### src/rtl/fabric_load_arbiter.sv
// rtl/fabric_load_arbiter.sv - round-robin sharing of one memory load port among NUM_PORTS load PEs
// Responses return in issue order; a grant-ID FIFO steers each word back to its PE.
module fabric_load_arbiter #(
    parameter int NUM_PORTS   = 2,
    parameter int ADDR_WIDTH  = 32,
    parameter int DATA_WIDTH  = 32,
    parameter int QUEUE_DEPTH = 4,
    localparam int ID_W       = $clog2(NUM_PORTS),
    localparam int CNT_W      = $clog2(QUEUE_DEPTH + 1)
) (
    input  logic                             clk,
    input  logic                             rst_n,
    input  logic [NUM_PORTS-1:0]             req_valid,
    output logic [NUM_PORTS-1:0]             req_ready,
    input  logic [NUM_PORTS*ADDR_WIDTH-1:0]  req_addr,
    output logic [NUM_PORTS-1:0]             resp_valid,
    input  logic [NUM_PORTS-1:0]             resp_ready,
    output logic [NUM_PORTS*DATA_WIDTH-1:0]  resp_data,
    output logic                             mem_req_valid,
    input  logic                             mem_req_ready,
    output logic [ADDR_WIDTH-1:0]            mem_req_addr,
    input  logic                             mem_resp_valid,
    output logic                             mem_resp_ready,
    input  logic [DATA_WIDTH-1:0]            mem_resp_data,
    output logic [CNT_W-1:0]                 outstanding,
    output logic                             err_unexpected_resp
);

    localparam int PTR_W = $clog2(QUEUE_DEPTH);
    localparam logic [ID_W:0]    NP_W  = (ID_W + 1)'(NUM_PORTS);
    localparam logic [CNT_W-1:0] DEPTH = CNT_W'(QUEUE_DEPTH);

    if (NUM_PORTS < 2) begin : g_bad_ports
        $fatal(1, "fabric_load_arbiter: NUM_PORTS must be >= 2");
    end
    if (QUEUE_DEPTH < 2 || (QUEUE_DEPTH & (QUEUE_DEPTH - 1)) != 0) begin : g_bad_depth
        $fatal(1, "fabric_load_arbiter: QUEUE_DEPTH must be a power of 2 and >= 2");
    end
    if (ADDR_WIDTH < 1 || DATA_WIDTH < 1) begin : g_bad_width
        $fatal(1, "fabric_load_arbiter: ADDR_WIDTH and DATA_WIDTH must be >= 1");
    end

    logic [ID_W-1:0]   rr_ptr;
    logic [ID_W-1:0]   grant;
    logic [ID_W-1:0]   rr_next;
    logic [ID_W-1:0]   head;
    logic [CNT_W-1:0]  count;
    logic [PTR_W-1:0]  wr_ptr;
    logic [PTR_W-1:0]  rd_ptr;
    logic [ID_W-1:0]   id_mem [QUEUE_DEPTH];
    logic              fifo_full;
    logic              fifo_empty;
    logic              push;
    logic              pop;

    assign fifo_full  = (count == DEPTH);
    assign fifo_empty = (count == '0);
    assign head       = id_mem[rd_ptr];

    // Scan from rr_ptr upward with wrap; the first requester wins.
    always_comb begin : arb
        logic [ID_W:0] idx;
        logic          found;
        grant = rr_ptr;
        found = 1'b0;
        idx   = '0;
        for (int k = 0; k < NUM_PORTS; k++) begin
            idx = {1'b0, rr_ptr} + (ID_W + 1)'(k);
            if (idx >= NP_W) begin
                idx = idx - NP_W;
            end
            if (!found && req_valid[idx[ID_W-1:0]]) begin
                grant = idx[ID_W-1:0];
                found = 1'b1;
            end
        end
    end

    always_comb begin : rr_advance
        logic [ID_W:0] nxt;
        nxt = {1'b0, grant} + (ID_W + 1)'(1);
        if (nxt >= NP_W) begin
            nxt = '0;
        end
        rr_next = nxt[ID_W-1:0];
    end

    always_comb begin
        mem_req_addr = '0;
        req_ready    = '0;
        for (int i = 0; i < NUM_PORTS; i++) begin
            if (grant == ID_W'(i)) begin
                mem_req_addr = req_addr[i*ADDR_WIDTH +: ADDR_WIDTH];
                req_ready[i] = mem_req_ready && !fifo_full;
            end
        end
    end

    assign mem_req_valid = (|req_valid) && !fifo_full;
    assign push          = mem_req_valid && mem_req_ready;

    // Response path is pure pass-through: data is never buffered here.
    always_comb begin
        resp_valid = '0;
        for (int i = 0; i < NUM_PORTS; i++) begin
            resp_valid[i] = mem_resp_valid && !fifo_empty && (head == ID_W'(i));
        end
    end

    assign resp_data      = {NUM_PORTS{mem_resp_data}};
    assign mem_resp_ready = !fifo_empty && resp_ready[head];
    assign pop            = mem_resp_valid && mem_resp_ready;

    always_ff @(posedge clk or negedge rst_n) begin
        if (!rst_n) begin
            rr_ptr              <= '0;
            wr_ptr              <= '0;
            rd_ptr              <= '0;
            count               <= '0;
            err_unexpected_resp <= 1'b0;
        end else begin
            if (push) begin
                rr_ptr <= rr_next;
                wr_ptr <= wr_ptr + PTR_W'(1);
            end
            if (pop) begin
                rd_ptr <= rd_ptr + PTR_W'(1);
            end
            case ({push, pop})
                2'b10:   count <= count + CNT_W'(1);
                2'b01:   count <= count - CNT_W'(1);
                default: count <= count;
            endcase
            if (mem_resp_valid && fifo_empty) begin
                err_unexpected_resp <= 1'b1;
            end
        end
    end

    // ID storage needs no reset: entries are only read behind a valid count.
    always_ff @(posedge clk) begin
        if (push) begin
            id_mem[wr_ptr] <= grant;
        end
    end

    assign outstanding = count;

endmodule

### config.mk
export PLATFORM = sky130hd
export DESIGN_NAME = fabric_load_arbiter
export DESIGN_NICKNAME = d
export VERILOG_FILES = /design/src/rtl/fabric_load_arbiter.sv
export SDC_FILE = /design/constraint.sdc
export NUM_CORES = 1
export LEC_CHECK = 0
export BUFFER_PORTS_ARGS = -buffer_cell sky130_fd_sc_hd__buf_2
export CAP_MARGIN = 30
export CELL_PAD_IN_SITES_DETAIL_PLACEMENT = 1
export CELL_PAD_IN_SITES_GLOBAL_PLACEMENT = 2
export CORE_ASPECT_RATIO = 1.1
export CORE_MARGIN = 2
export CORE_UTILIZATION = 14
export CTS_BUF_LIST = sky130_fd_sc_hd__clkbuf_2
export DETAILED_ROUTE_END_ITERATION = 16
export PLACE_DENSITY = 0.84
export SLEW_MARGIN = 20
export SYNTH_ARGS = -nofsm -noshare
export SYNTH_HDL_FRONTEND = slang
export SYNTH_SLANG_ARGS = --single-unit
### constraint.sdc
create_clock -name clk -period 2.3 [get_ports clk]
set_clock_uncertainty 0.1 [all_clocks]
set_input_delay 0.46 -clock clk [delete_from_list [all_inputs] [get_ports clk]]
set_output_delay 0.46 -clock clk [all_outputs]
set_load 0.05 [all_outputs]
==> metrics.txt <==
final hold slack=~0.28 ns; hold crit path type=input port to register; total count of max-transition violations in the final report=0; count of antenna-violating nets left after detailed routing=0; sort of element at the end of the critical path=output port; worst relative slew slack=84.6%; Die Y-Extent=approximately 120 um; status=complete, but fails checks; Post-Place Cell Area=1970 um^2; type of origin of the critical path=register; final count of hold timing violations=0; area of the die=approximately 12000 um^2; clock latency on the worst-skew pair=0.28 ns; largest fanout on the critical path=9; layout cells sized above 1=about four fifths; mean area per synthesized cell=slightly below 10 um^2; crit path setup slack, layout=-0.0358 ns; Vias=between 1k and 1.5k; starting utilization of the core area=~14%; sequential element share of the synthesized area=21.3%; buffer depth of the longest clock path=2; maximum VDD drop=around 430 uV; min cycle time layout=2.34 ns; layout filler cell count=1351; DR WL/cell=between 10 and 15 um; via count of the first global-routing pass=1410; Final nets=between 300 and 400; sum of buffers and inverters on the critical path=4; power density of the placed cells=roughly 1100 nW/um^2; synthesized instance count=about 160; number of enable-type register cells in the synthesized netlist=4; Post-route DRC=0; detailed-route wire length=5.38 mm; global-route wire length before repair=approximately 7.2 mm; data required time at the worst endpoint=about 1.7 ns; most instantiated flip-flop cell in the synthesis netlist=sky130_fd_sc_hd__dfrtp_1; total track usage=under 10%; Yosys reg bits=13; buffer cell driving the clock tree root=sky130_fd_sc_hd__clkbuf_2; Antenna Diode Count=0; Post-Synthesis Cell Area=roughly 1600 um^2; library cell contributing the largest single delay on the critical path=sky130_fd_sc_hd__dfrtp_2; async set-or-reset flop fraction in the synthesized netlist=69.2%; antenna violations before repair=1; net count after synthesis=roughly 270; P_leak=around 0.0011 uW; Non-Filler Cell Area, Final=2390 um^2; data arrival at the endpoint of the critical path=~1.8 ns; violations in the final reports=negative setup slack; kind of cell adding the most delay to the critical path=buffers and inverters; final weighted congestion of routability-driven global placement=approximately 0.75; number of detailed-routing iterations run before antenna repair=4; pin count of the biggest net entering global routing=39; I/O pin count=210; number of endpoints failing setup at the final stage=27; CTS tree=done; Yosys warning total=0; distinct cell type count after synthesis=28; TritonCTS buffer count=3; Reg clk slew, reported paths=between 0.1 and 0.15 ns; sink count of the clock tree=13; floorplan die width=about 110 um; total gr overflow=0; critical-path cell list=buf_4 > nand2_2 > o21ai_4 > buf_12 > clkbuf_16 > mux2_2 > buf_6; Area growth, synth to finish=47.8%; port buffer count=between 100 and 150; Worst Max-Slew Pin Slew=~0.22 ns; maximum single-stage delay on the critical path=about 0.46 ns; Max Clock Freq=0.428 GHz; part of the cycle the worst path needs=102%; total half-perimeter wirelength after legalization and detailed placement=~4 mm; number of standard-cell rows in the floorplan=just over 40; total core area=roughly 11000 um^2; critical path type=register to output port; maximum capacitance violations=0; unrepaired setup endpoints after global routing=true; Vias per Instance=around 3.5; DR iter-0 viols=22; number of H-tree levels=1
-- synth_stat cells (3+ instances only) --
library cell,instances,area (um^2)
sky130_fd_sc_hd__and3_1,4,25.0
sky130_fd_sc_hd__buf_4,64,480
sky130_fd_sc_hd__buf_6,3,33.8
sky130_fd_sc_hd__dfrtp_1,9,225
sky130_fd_sc_hd__edfxtp_1,4,120
sky130_fd_sc_hd__ha_1,5,62.6
sky130_fd_sc_hd__inv_1,6,22.5
sky130_fd_sc_hd__mux2_2,32,360
sky130_fd_sc_hd__mux2i_1,7,70.1
sky130_fd_sc_hd__nor2_1,7,26.3
sky130_fd_sc_hd__xor2_1,3,26.3
-- worst register-to-register path: stages, from the launching register on --
cell                      delay [ns]
sky130_fd_sc_hd__dfrtp_2        0.46
sky130_fd_sc_hd__mux2i_2        0.18
sky130_fd_sc_hd__mux2i_2        0.22
sky130_fd_sc_hd__mux2i_1        0.13
sky130_fd_sc_hd__nor2_1         0.11
sky130_fd_sc_hd__ha_2           0.20
sky130_fd_sc_hd__inv_2          0.04
sky130_fd_sc_hd__fa_2           0.33
sky130_fd_sc_hd__xor2_1         0.14
sky130_fd_sc_hd__nor2_1         0.11
sky130_fd_sc_hd__xor2_1         0.17
-- repair_timing --
item / in CTS / in global routing
pin swaps: 4 / 5
endpoints found under the setup margin: 33 / 38
buffers inserted: 3 / 3
hold buffers: 1 / 0
gates resized for setup: 66 / 15
gates cloned: 0 / 4
endpoints found under the hold margin: 9 / 0
-- through the flow --
stage | setup TNS [ns] | setup slack (ns) | utilization [%] | std cells | total power [uW]
2_1_floorplan | -0.0400 | -0.0400 | - | 164 | 1980
3_3_place_gp | 0 | 0.0372 | 17.3 | 370 | 2090
3_5_place_dp | -0.0591 | -0.0591 | 17.3 | 370 | 2150
4_1_cts | -0.819 | -0.0605 | 19.6 | 378 | 2490
5_1_grt | -4.06 | -0.153 | 21.0 | 385 | 2830
6_report | -0.538 | -0.0358 | 21.0 | 385 | 2670
-- metal layers --
| metal | global-route usage, % | routed length [um] |
|---|---|---|
| met5 | 0 | 0 |
| met4 | 1.99 | 53 |
| met3 | 1.66 | 468 |
| met2 | 15.2 | 2990 |
| met1 | 7.67 | 1870 |
-- power by group --
part / switching [uW] / leakage (uW) / internal [uW]
Combinational: 1200 / 0.000997 / 887
Clock: 81.2 / 0.0000166 / 46.1
Sequential: 103 / 0.000134 / 350
Total: 1390 / 0.00115 / 1280
-- cell type report --
class / instances / area, um^2 / share of cell area [%]
well taps: 150 / 188 / 7.85
inverters: 6 / 22.5 / 0.941
clock buffers: 4 / 20.0 / 0.837
repair buffers: 134 / 1030 / 43.0
multi-input cells: 78 / 782 / 32.7
flip-flops and latches: 13 / 352 / 14.7
-- kinds of logic (layout without fill, tap and decap cells) --
group | count (synthesis) | in the layout | synth area share, %
DFF | 13 | 13 | 21.3
and+or+nand+nor | 19 | 19 | 6.49
adders and majority gates | 6 | 6 | 5.10
AOI/OAI and AO/OA | 8 | 8 | 3.94
muxes | 40 | 40 | 27.3
buffers and inverters | 73 | 144 | 33.2
xor gates and xnor gates | 5 | 5 | 2.71
-- path summary, 6_finish.rpt --
kind | start | endpoint | slack [ns] | cells after the start
worst max-delay path | rr_ptr$_DFFE_PN0P_ | mem_req_addr[8] | -0.04 | 7
worst min-delay path | mem_resp_valid | err_unexpected_resp$_DFFE_PN0P_ | 0.28 | 2
worst max register to register | rd_ptr[1]$_DFFE_PN0P_ | outstanding[2]$_DFFE_PN0P_ | 0.05 | 10
worst min register to register | err_unexpected_resp$_DFFE_PN0P_ | err_unexpected_resp$_DFFE_PN0P_ | 0.38 | 1
max in group asynchronous | rst_n | rd_ptr[1]$_DFFE_PN0P_ | 1.42 | 2
min in group asynchronous | rst_n | wr_ptr[0]$_DFFE_PN0P_ | 0.45 | 2
-- state kept, by name, summed over array words and instances (netlist names) --
| name | count |
|---|---|
| rr_ptr | 1 |
| wr_ptr | 2 |
| id_mem | 4 |
| rd_ptr | 2 |
| outstanding | 3 |
| err_unexpected_resp | 1 |
-- cells in the final DEF (no fill, tap or decap), drive strengths merged, types with 3 or more instances in the layout --
cell type and count:
clkbuf 7, mux2i 7, ha 5, mux2 33, dfrtp 9, and3 4
buf 130, nor2 7, edfxtp 4, inv 6, xor2 3
No activity file was read; power rests on OpenSTA's default activity.
